$ cat src/rtl/ram_loadable.sv
// Loadable RAM: asynchronous-read memory with a post-reset zero-clear sequence
// and a PROG-mode streaming loader (valid/ready, auto-incrementing pointer).
module ram_loadable #(
  parameter int DATA_W         = 8,
  parameter int ADDR_W         = 4,
  parameter bit CLEAR_ON_RESET = 1'b1
) (
  input  logic              CLK,
  input  logic              RESET,
  input  logic [ADDR_W-1:0] ADDR,
  input  logic [DATA_W-1:0] DIN,
  input  logic              RI,
  output logic [DATA_W-1:0] DOUT,
  input  logic              PROG,
  input  logic              LD_VALID,
  output logic              LD_READY,
  output logic [ADDR_W-1:0] LD_PTR,
  output logic              LD_DONE,
  output logic              BUSY
);

  localparam int DEPTH = 2 ** ADDR_W;

  localparam logic [1:0] ST_CLEAR = 2'd0;
  localparam logic [1:0] ST_RUN   = 2'd1;
  localparam logic [1:0] ST_LOAD  = 2'd2;
  localparam logic [1:0] ST_RESET = CLEAR_ON_RESET ? ST_CLEAR : ST_RUN;

  logic [1:0]        state_reg;
  logic [ADDR_W-1:0] cnt_reg;
  logic [ADDR_W-1:0] ptr_reg;
  logic              done_reg;

  logic [DATA_W-1:0] mem [DEPTH];

  logic              in_clear;
  logic              in_run;
  logic              in_load;
  logic              clear_last;
  logic              ptr_last;
  logic              we;
  logic [ADDR_W-1:0] waddr;
  logic [DATA_W-1:0] wdata;

  assign in_clear   = (state_reg == ST_CLEAR);
  assign in_run     = (state_reg == ST_RUN);
  assign in_load    = (state_reg == ST_LOAD);
  assign clear_last = &cnt_reg;
  assign ptr_last   = &ptr_reg;

  // Single write port shared by the clear sweep, RUN writes and the loader.
  always_comb begin
    we    = 1'b0;
    waddr = ADDR;
    wdata = DIN;
    if (!RESET) begin
      if (in_clear) begin
        we    = 1'b1;
        waddr = cnt_reg;
        wdata = '0;
      end else if (in_load) begin
        we    = LD_VALID;
        waddr = ptr_reg;
      end else if (in_run) begin
        we    = RI;
      end
    end
  end

  always_ff @(posedge CLK) begin
    if (we) begin
      mem[waddr] <= wdata;
    end
  end

  always_ff @(posedge CLK) begin
    if (RESET) begin
      state_reg <= ST_RESET;
      cnt_reg   <= '0;
      ptr_reg   <= '0;
      done_reg  <= 1'b0;
    end else begin
      case (state_reg)
        ST_CLEAR: begin
          cnt_reg <= cnt_reg + ADDR_W'(1);
          if (clear_last) begin
            state_reg <= PROG ? ST_LOAD : ST_RUN;
          end
        end
        ST_RUN: begin
          if (PROG) begin
            state_reg <= ST_LOAD;
            ptr_reg   <= '0;
            done_reg  <= 1'b0;
          end
        end
        ST_LOAD: begin
          // LD_READY is 1 here, so a valid word completes even on the PROG=0 edge.
          if (LD_VALID) begin
            ptr_reg <= ptr_reg + ADDR_W'(1);
            if (ptr_last) begin
              done_reg <= 1'b1;
            end
          end
          if (!PROG) begin
            state_reg <= ST_RUN;
          end
        end
        default: state_reg <= ST_RUN;
      endcase
    end
  end

  assign BUSY     = RESET ? CLEAR_ON_RESET : in_clear;
  assign LD_READY = !RESET && in_load;
  assign LD_PTR   = RESET ? '0 : ptr_reg;
  assign LD_DONE  = !RESET && done_reg;
  assign DOUT     = (RESET || in_clear) ? '0 : mem[ADDR];

endmodule
$ cat config.mk
export PLATFORM = sky130hd
export DESIGN_NAME = ram_loadable
export DESIGN_NICKNAME = d
export VERILOG_FILES = /design/src/rtl/ram_loadable.sv
export SDC_FILE = /design/constraint.sdc
export NUM_CORES = 1
export LEC_CHECK = 0
export ABC_CLOCK_PERIOD_IN_PS = 2800
export CORE_MARGIN = 4
export CORE_UTILIZATION = 62
export CTS_BUF_LIST = sky130_fd_sc_hd__clkbuf_4
export DETAILED_ROUTE_END_ITERATION = 16
export PLACE_DENSITY = 0.87
export SETUP_SLACK_MARGIN = 0.4
export SLEW_MARGIN = 20
export SYNTH_ARGS = -nofsm -noshare
export SYNTH_HDL_FRONTEND = slang
export SYNTH_SLANG_ARGS = --single-unit
$ cat constraint.sdc
create_clock -name CLK -period 2.8 [get_ports CLK]
set_input_delay 0.56 -clock CLK [delete_from_list [all_inputs] [get_ports CLK]]
set_output_delay 0.56 -clock CLK [all_outputs]
set_load 0.1 [all_outputs]
Word level (Yosys, flattened, before mapping)
Memory sizes are Yosys's and may differ from the RTL's.
Cells that the tools add are included.

word-level totals
  logic and storage cells = 51
  memories kept = 1
  memory bits (writable) = 128
  output and inout port bits = 15
  input bits = 17
  flip-flop bits (word level) = 11

cells by class
  muxes and demuxes = 26
  equality and inequality tests = 7
  add/subtract/negate cells = 2
  reductions and logical operators = 11

memories
  name  words  bits a word  read ports  clocked after memory_dff  write ports  line  RTL
  mem   16     8            1           0                         1            34    logic [DATA_W-1:0] mem [DEPTH];

operators with widths
  operator                                        number
  2-to-1 mux 4 bit                                6
  2-to-1 mux 8 bit                                3
  AND reduction 4 bit                             3
  2-to-1 mux 1 bit                                10
  adder 4 x 1 -> 4 bit (second input constant)    2
  2-to-1 mux 2 bit                                4
  case mux 4 bit (2 select lines)                 1
  != test 2 bit (second input constant)           3
  case mux 2 bit (3 select lines)                 1
  AND reduction 3 bit                             2
  != test 2 x 1 -> 1 bit (second input constant)  2
  == test 2 x 1 -> 1 bit (second input constant)  1
  == test 2 bit (second input constant)           1
  logical AND 1 bit                               2
  logical NOT 2 bit                               1
  case mux 1 bit (2 select lines)                 1
  nonzero test 2 bit                              1
  logical NOT 1 bit                               1
  logical OR 1 bit                                1

Logic depth before layout (Yosys ltp)
Gate-level depths: netlist of run 1.

  depth in word-level cells = 7
  mapped depth = 6

Worst setup path after synthesis of run 1
OpenSTA, ideal clock, no wires.

  path kind = input port to output port
  from = input port RESET
  to = output port LD_READY
  stages on the path = 2
  path slack = -0.731 ns
  arrival = 2.971 ns
  path buffers = 1
  cells stage by stage = buf_2 > nor3b_1

between the ends
  cells in the longest elaborated chain, start to end = 2

ends and longest elaborated chain
  element            line  RTL
  from (decl)        9     input logic RESET,
  logical NOT 1 bit  115   assign LD_READY = !RESET && in_load;
  logical AND 1 bit  115
  to (decl)          16    output logic LD_READY,

No other way between the ends.

Worst setup path in the final report of run 1
  from = memory mem[11][7]
  to = output port DOUT[7]

between the ends
  cells in the longest elaborated chain, start to end = 2

ends and longest elaborated chain
  element                   line  RTL
  from (decl)               34
  memory read (16 x 8 bit)  n/a
  2-to-1 mux 8 bit          118   assign DOUT = (RESET || in_clear) ? '0 : mem[ADDR];
  to (decl)                 13    output logic [DATA_W-1:0] DOUT,

No other way between the ends.

==> metrics.txt, run 1 <==
status=finished, final reports clean; Hold Worst Slack=0.538 ns; unique cell type count in the Yosys netlist=between 40 and 50; DRC viols=0; die extent in y=about 100 µm; number of H-tree levels=4; IO Count=32; Synth Area in XOR/XNOR=less than 1%; worst clock skew=0.0198 ns; overall routing resource usage=~27%; number of cells on the worst reg-to-reg path=6; type of the setup path with the least slack=reg2out; IO buf count=31; kind of cell adding the most delay to the critical path=multiplexers; TritonCTS Buffers=17; hold-critical path depth=2; antenna violations before repair=0; CP Cell Sequence=mux4_2 > a22oi_2 > o21ai_2 > buf_12; unrepaired setup endpoints after global routing=true; per-cell via count in the routed design=6.65; number of clock sinks seen by CTS=139; Yosys reg bits=139; post-route antenna net violation count=0; Period Utilization, post-route=around nine tenths; antenna cell count=0; overflow left after global routing=0; NumNets Final=a little over 400; maximum clock frequency=between 300 and 400 MHz; Final Slew Violations=0; TritonCTS clock tree=done; peak ir drop on the vdd network=between 0.0002 and 0.0003 V; # Max-Cap Violations=0; Root Buffer Master=sky130_fd_sc_hd__clkbuf_4; logic depth of the worst setup path including buffers=4; total routed wirelength=~14000 µm; Avg Inst Size Synth=between 15 and 20 µm²; headroom to the max-slew limit=74.3%; fin worst setup slack=0.287 ns; Area Overhead vs Synth=24.7%; type of origin of the critical path=register; fraction of layout cells with a size suffix above 1=about two fifths; number of failing hold endpoints at the final stage=0; number of buffers added to fix hold violations after cts=0; number of buffer and inverter instances along the worst setup path=1; most frequent standard cell in the layout excluding fill and tap cells=sky130_fd_sc_hd__edfxtp_1; fraction of the mapped netlist area in simple logic gates=approximately 6.6%; leak pwr=2.41 nW; Clock Latency Late Sink=0.52 ns; largest net degree at the start of global routing=17; number of detailed-routing iterations run before antenna repair=5; Tmin final=around 2.5 ns; routed len/inst=approximately 27 µm; post-detailed-placement half-perimeter wirelength=between 8000 and 9000 µm; slowest library cell on the worst path=sky130_fd_sc_hd__mux4_2; max FFs per register=approximately 130; net count of the mapped netlist=between 300 and 400; netlist area before placement=around 5800 µm²; final-report setup violation count=0; global-route wire length before repair=21500 µm; sequential cell area fraction in the yosys report=a little over two thirds; via count of the first global-routing pass=roughly 3500; synthesized-area fraction occupied by ao, oa, aoi and oai cells=3.98%; area taken by flip-flops and latches=4070 µm²; Crit Path Max Fanout=1; Starting Density=between 60 and 70%; number of cell rows=34; area of the die=between 10000 and 15000 µm²; share of synthesized cell area in full adder, half adder and majority cells=less than 1%; die width=105 µm; instance area at placement=6740 µm²; RD Place Congestion=approximately 0.82; Worst Setup End Kind=output pin; Worst Path Required=approximately 2.2 ns; largest family of logic cells by synthesized area=multiplexers; maximum cell stage delay along the critical path=0.51 ns; cells after synthesis=313; area of the core=around 9000 µm²; area of combinational cells with multiple inputs=roughly 1700 µm²; measured slew at the worst slew-check pin=~0.39 ns; Final Cell Area=7210 µm²; detailed-route via count=3399; First DRT Iteration DRCs=~510; mux share of post-synthesis cell area=15.6%; class of the worst hold path=reg2reg; commonest cells after routing, fill and taps aside=128 x sky130_fd_sc_hd__edfxtp_1, 31 x sky130_fd_sc_hd__mux4_2, 30 x sky130_fd_sc_hd__buf_4; pre-CTS setup slack=-0.00820 ns; P per Cell Area=~540 nW/µm²; Clk pin slew, worst setup/hold paths=0.12 ns; warnings from Yosys=0; number of buffers on the longest clock path=2; arrival time of the worst setup path=around 2 ns; number of fill cells in the layout=406
## path summary, 6_finish.rpt
path           startpoint        end  slack [ns]
min reg2reg      done_reg   done_reg        0.54
min              done_reg   done_reg        0.54
max reg2reg  state_reg[0]  mem[6][6]        0.78
max            mem[11][7]    DOUT[7]        0.29
## final cells by class
cell class | instances | share of cell area (%)
Inverter | 1 | 0.0521
Timing Repair Buffer | 76 | 13.8
Clock buffer | 19 | 1.98
Clock inverter | 13 | 1.79
Tap cell | 108 | 1.88
Sequential cell | 139 | 56.4
Multi-Input combinational cell | 155 | 24.0
## routing by layer
layer  wire length [µm]  GRT usage (%)  vias up
met2               6710           43.0      272
met1               5050           37.9     1662
met4                392           9.02        0
met3               1680           7.40       38
li1                   -              -     1427
met5                  0              0        -
## Yosys cell counts
| library cell | count | area [µm²] |
|---|---|---|
| sky130_fd_sc_hd__ha_1 | 2 | 25.0 |
| sky130_fd_sc_hd__a31oi_1 | 2 | 12.5 |
| sky130_fd_sc_hd__o21ai_0 | 7 | 35.0 |
| sky130_fd_sc_hd__nand2_1 | 8 | 30.0 |
| sky130_fd_sc_hd__a31o_2 | 1 | 8.76 |
| sky130_fd_sc_hd__clkbuf_2 | 1 | 5.00 |
| sky130_fd_sc_hd__nor4b_4 | 1 | 23.8 |
| sky130_fd_sc_hd__mux4_2 | 16 | 360 |
| sky130_fd_sc_hd__buf_4 | 1 | 7.51 |
| sky130_fd_sc_hd__o22ai_1 | 1 | 6.26 |
| sky130_fd_sc_hd__inv_1 | 1 | 3.75 |
| sky130_fd_sc_hd__nand3b_1 | 2 | 15.0 |
| sky130_fd_sc_hd__nand2b_1 | 1 | 6.26 |
| sky130_fd_sc_hd__xor2_1 | 2 | 17.5 |
| sky130_fd_sc_hd__a22oi_1 | 8 | 60.1 |
| sky130_fd_sc_hd__a21oi_1 | 4 | 20.0 |
| sky130_fd_sc_hd__or3_1 | 1 | 6.26 |
| sky130_fd_sc_hd__nor4b_1 | 1 | 8.76 |
| sky130_fd_sc_hd__nor4bb_1 | 1 | 10.0 |
| sky130_fd_sc_hd__nor3_1 | 1 | 5.00 |
| sky130_fd_sc_hd__nor3b_1 | 1 | 7.51 |
| sky130_fd_sc_hd__and3_1 | 1 | 6.26 |
| sky130_fd_sc_hd__and2b_1 | 5 | 37.5 |
| sky130_fd_sc_hd__nor2_2 | 1 | 6.26 |
| sky130_fd_sc_hd__nand4_1 | 1 | 6.26 |
| sky130_fd_sc_hd__mux4_1 | 16 | 420 |
| sky130_fd_sc_hd__dfxtp_1 | 11 | 220 |
| sky130_fd_sc_hd__nand3_1 | 2 | 10.0 |
| sky130_fd_sc_hd__edfxtp_1 | 128 | 3840 |
| sky130_fd_sc_hd__buf_6 | 2 | 22.5 |
| sky130_fd_sc_hd__xnor2_1 | 3 | 26.3 |
| sky130_fd_sc_hd__clkbuf_1 | 3 | 11.3 |
| sky130_fd_sc_hd__mux2i_1 | 12 | 120 |
| sky130_fd_sc_hd__and4b_1 | 1 | 10.0 |
| sky130_fd_sc_hd__or2_2 | 1 | 6.26 |
| sky130_fd_sc_hd__o21a_1 | 4 | 30.0 |
| sky130_fd_sc_hd__nor2b_1 | 9 | 56.3 |
| sky130_fd_sc_hd__nand4b_1 | 4 | 35.0 |
| sky130_fd_sc_hd__nor2_1 | 23 | 86.3 |
| sky130_fd_sc_hd__buf_2 | 9 | 45.0 |
| sky130_fd_sc_hd__o21ai_1 | 10 | 50.1 |
| sky130_fd_sc_hd__buf_12 | 2 | 40.0 |
| sky130_fd_sc_hd__a21boi_0 | 1 | 7.51 |
| sky130_fd_sc_hd__or2_1 | 1 | 6.26 |
## metrics by stage
step	power (mW)	setup TNS, ns	util [%]	std cells
6_report	3.88	0	81.0	511
5_1_grt	4.02	0	81.0	511
4_1_cts	3.87	0	81.1	511
3_5_place_dp	2.64	-0.00865	75.8	475
3_3_place_gp	2.63	-0.0149	75.8	475
2_1_floorplan	2.52	0	-	313
## worst register-to-register path: cells and delay by family (launching register included)
kind                   cells  cell delay [ns]
and+or+nand+nor            3             0.73
buffers and inverters      2             0.41
DFF                        1             0.35
AOI/OAI and AO/OA          1             0.23
## power by group
group | switching [mW] | internal [mW]
clock | 0.683 | 0.541
combinational | 0.175 | 0.163
sequential | 0.0146 | 2.30
## logic make-up (layout without fill, tap and decap cells)
kind of cell	Yosys count	in the layout
compound gates	38	38
xor+xnor	5	5
fa+ha+maj	2	2
buf+inv	19	109
flops	139	139
mux	44	44
simple gates	66	66
## timing repair
action                                  4_1_cts  5_1_grt
setup buffers                                 1        0
endpoints found under the setup margin       14        9
pin swaps                                     7        2
gates cloned                                  3        0
gates resized for setup                      56        3
Power figures use the tool's default switching activity.
==> inputs of run 2 (changes only) <==
CORE_UTILIZATION = 60   (was 62)
PLACE_DENSITY = 0.85   (was 0.87)
==> run 2 against run 1 <==
Effect of this change:
- global-route usage fell by 1.2 points
- worst setup slack worse by 0.063 ns
- combinational power about the same
- clock-buffer cell count is the same
- flip-flop and latch count stayed put
- worst hold slack got worse by 0.016 ns
- sequential share of layout area is 1.1 points lower
- final cell count is 5.1% higher
- clock skew down 0.0072 ns
- wire length down 0.84%
- highest routed layer unchanged
==> metrics.txt, run 2 (same netlist as run 1, synthesis figures left out) <==
DRC viols=0 (unchanged); slowest library cell on the worst path=sky130_fd_sc_hd__mux4_2; overall power=3.93 mW (+1.3%); IO Count=32 (unchanged); die extent in y=106 µm (+1.5%); number of clock sinks seen by CTS=139 (unchanged); overflow left after global routing=0 (unchanged); IO buf count=31 (unchanged); Clk pin slew, worst setup/hold paths=0.11 ns (about the same); routed len/inst=25.5 µm (-5.6%); Crit Path Max Fanout=7 (+6); Tmin final=2.58 ns (+0.0628 ns); number of cell rows=35 (+2.9%); instance area at placement=6730 µm² (-0.24%); max FFs per register=128 (unchanged); maximum clock frequency=388 MHz (-2.4%); total routed wirelength=13700 µm (-0.84%); Period Utilization, post-route=92.0% (+2.2 points); Root Buffer Master=sky130_fd_sc_hd__clkbuf_4; detailed-route via count=3385 (-0.41%); final-report setup violation count=0 (unchanged); TritonCTS Buffers=17 (unchanged); NumNets Final=414 (+1.2%); number of H-tree levels=4 (unchanged); number of cells in the finished layout apart from fillers=537 (+5.1%); Final Cell Area=7350 µm² (+2.0%); fin worst setup slack=0.224 ns (-0.0628 ns); number of buffers on the longest clock path=2 (unchanged); final setup TNS=0 ns (unchanged); headroom to the max-slew limit=28.1% (-46 points); post-detailed-placement half-perimeter wirelength=7830 µm (-6.0%); antenna cell count=0 (unchanged); number of buffers added to fix hold violations after cts=0 (unchanged); Clock Latency Late Sink=0.51 ns (about the same); peak ir drop on the vdd network=0.000318 V (+17%); area of the core=9330 µm² (+4.9%); number of placed instances with taps included=497 (+4.6%); per-cell via count in the routed design=6.30 (-5.2%); CP Cell Sequence=buf_12 > buf_12 > buf_12 > mux4_2 > a22oi_2 > o21ai_4 > buf_12; Starting Density=61.9% (-3.0 points); number of detailed-routing iterations run before antenna repair=5 (unchanged); number of failing hold endpoints at the final stage=0 (unchanged); overall routing resource usage=26.1% (-1.2 points); largest net degree at the start of global routing=17 (unchanged); type of origin of the critical path=input pin; kind of cell adding the most delay to the critical path=buffers and inverters; maximum cell stage delay along the critical path=0.50 ns (about the same); Area Overhead vs Synth=27.2%; Worst Setup End Kind=output pin; Finished Core Util=78.8% (-2.3 points); arrival time of the worst setup path=2.02 ns (+0.07 ns); Final Slew Violations=0 (unchanged); leak pwr=2.45 nW (+1.7%); Worst Path Required=2.24 ns (about the same); antenna violations before repair=0 (unchanged); fraction of layout cells with a size suffix above 1=41.4% (+1.5 points); class of the worst hold path=reg2reg; First DRT Iteration DRCs=405 (-20%); number of buffer and inverter instances along the worst setup path=4 (+3); worst clock skew=0.0126 ns (-0.00719 ns); Crit path top cell by count=sky130_fd_sc_hd__buf_12; P per Cell Area=535 nW/µm² (-0.71%); unrepaired setup endpoints after global routing=true; Hold Worst Slack=0.521 ns (-0.0164 ns); die width=106 µm (+1.5%); via count of the first global-routing pass=3528 (+1.6%); post-route antenna net violation count=0 (unchanged); type of the setup path with the least slack=in2out; status=finished, final reports clean; most frequent standard cell in the layout excluding fill and tap cells=sky130_fd_sc_hd__edfxtp_1; RD Place Congestion=0.829 (+1.1%); pre-CTS setup slack=-0.129 ns (-0.121 ns); global-route wire length before repair=21300 µm (-0.55%); measured slew at the worst slew-check pin=1.08 ns (+0.691 ns); area of the die=11300 µm² (+3.1%); # Max-Cap Violations=0 (unchanged); commonest cells after routing, fill and taps aside=128 x sky130_fd_sc_hd__edfxtp_1, 34 x sky130_fd_sc_hd__buf_4, 30 x sky130_fd_sc_hd__mux4_2; TritonCTS clock tree=done
[run 2: per-layer routing]
| metal | share of wire [%] | up-vias | track usage [%] |
|---|---|---|---|
| met2 | 50 | 219 | 42.8 |
| met5 | 0 | - | 0 |
| li1 | - | 1429 | - |
| met1 | 38 | 1705 | 35.4 |
| met3 | 8.7 | 32 | 5.71 |
| met4 | 2.6 | 0 | 8.23 |
[run 2: layout make-up]
cell class | count | area (µm²)
Tap cell | 129 | 161
Inverter | 1 | 3.75
Clock buffer | 19 | 143
Clock inverter | 13 | 144
Timing Repair Buffer | 81 | 1010
Sequential cell | 139 | 4070
Fill cell | 461 | 1980
Multi-Input combinational cell | 155 | 1820
[run 2: timing repair]
item / in CTS / in global routing
setup endpoints to repair: 15 / 9
pin swaps: 12 / 7
buffers inserted: 6 / 0
gates resized for setup: 64 / 10
gates cloned: 2 / 0
[run 2: tightest hold or removal path: stages (launching register included)]
cell                      delay (ns)
sky130_fd_sc_hd__dfxtp_1        0.37
sky130_fd_sc_hd__a31oi_1        0.06
sky130_fd_sc_hd__nor2_1         0.07
[run 2: worst paths after layout]
check | from | to | slack (ns) | depth (start not counted)
setup / recovery | ADDR[0] | DOUT[5] | 0.22 | 7
hold reg to reg | done_reg | done_reg | 0.52 | 2
setup reg to reg | state_reg[0] | mem[1][5] | 0.69 | 6
hold / removal | done_reg | done_reg | 0.52 | 2
[run 2: power breakdown]
group	switching [mW]	internal (mW)	total [mW]	leakage, nW
clock network	0.716	0.555	1.27	0.147
registers	0.0141	2.30	2.32	1.27
logic	0.178	0.162	0.340	1.04
total	0.908	3.02	3.93	2.45
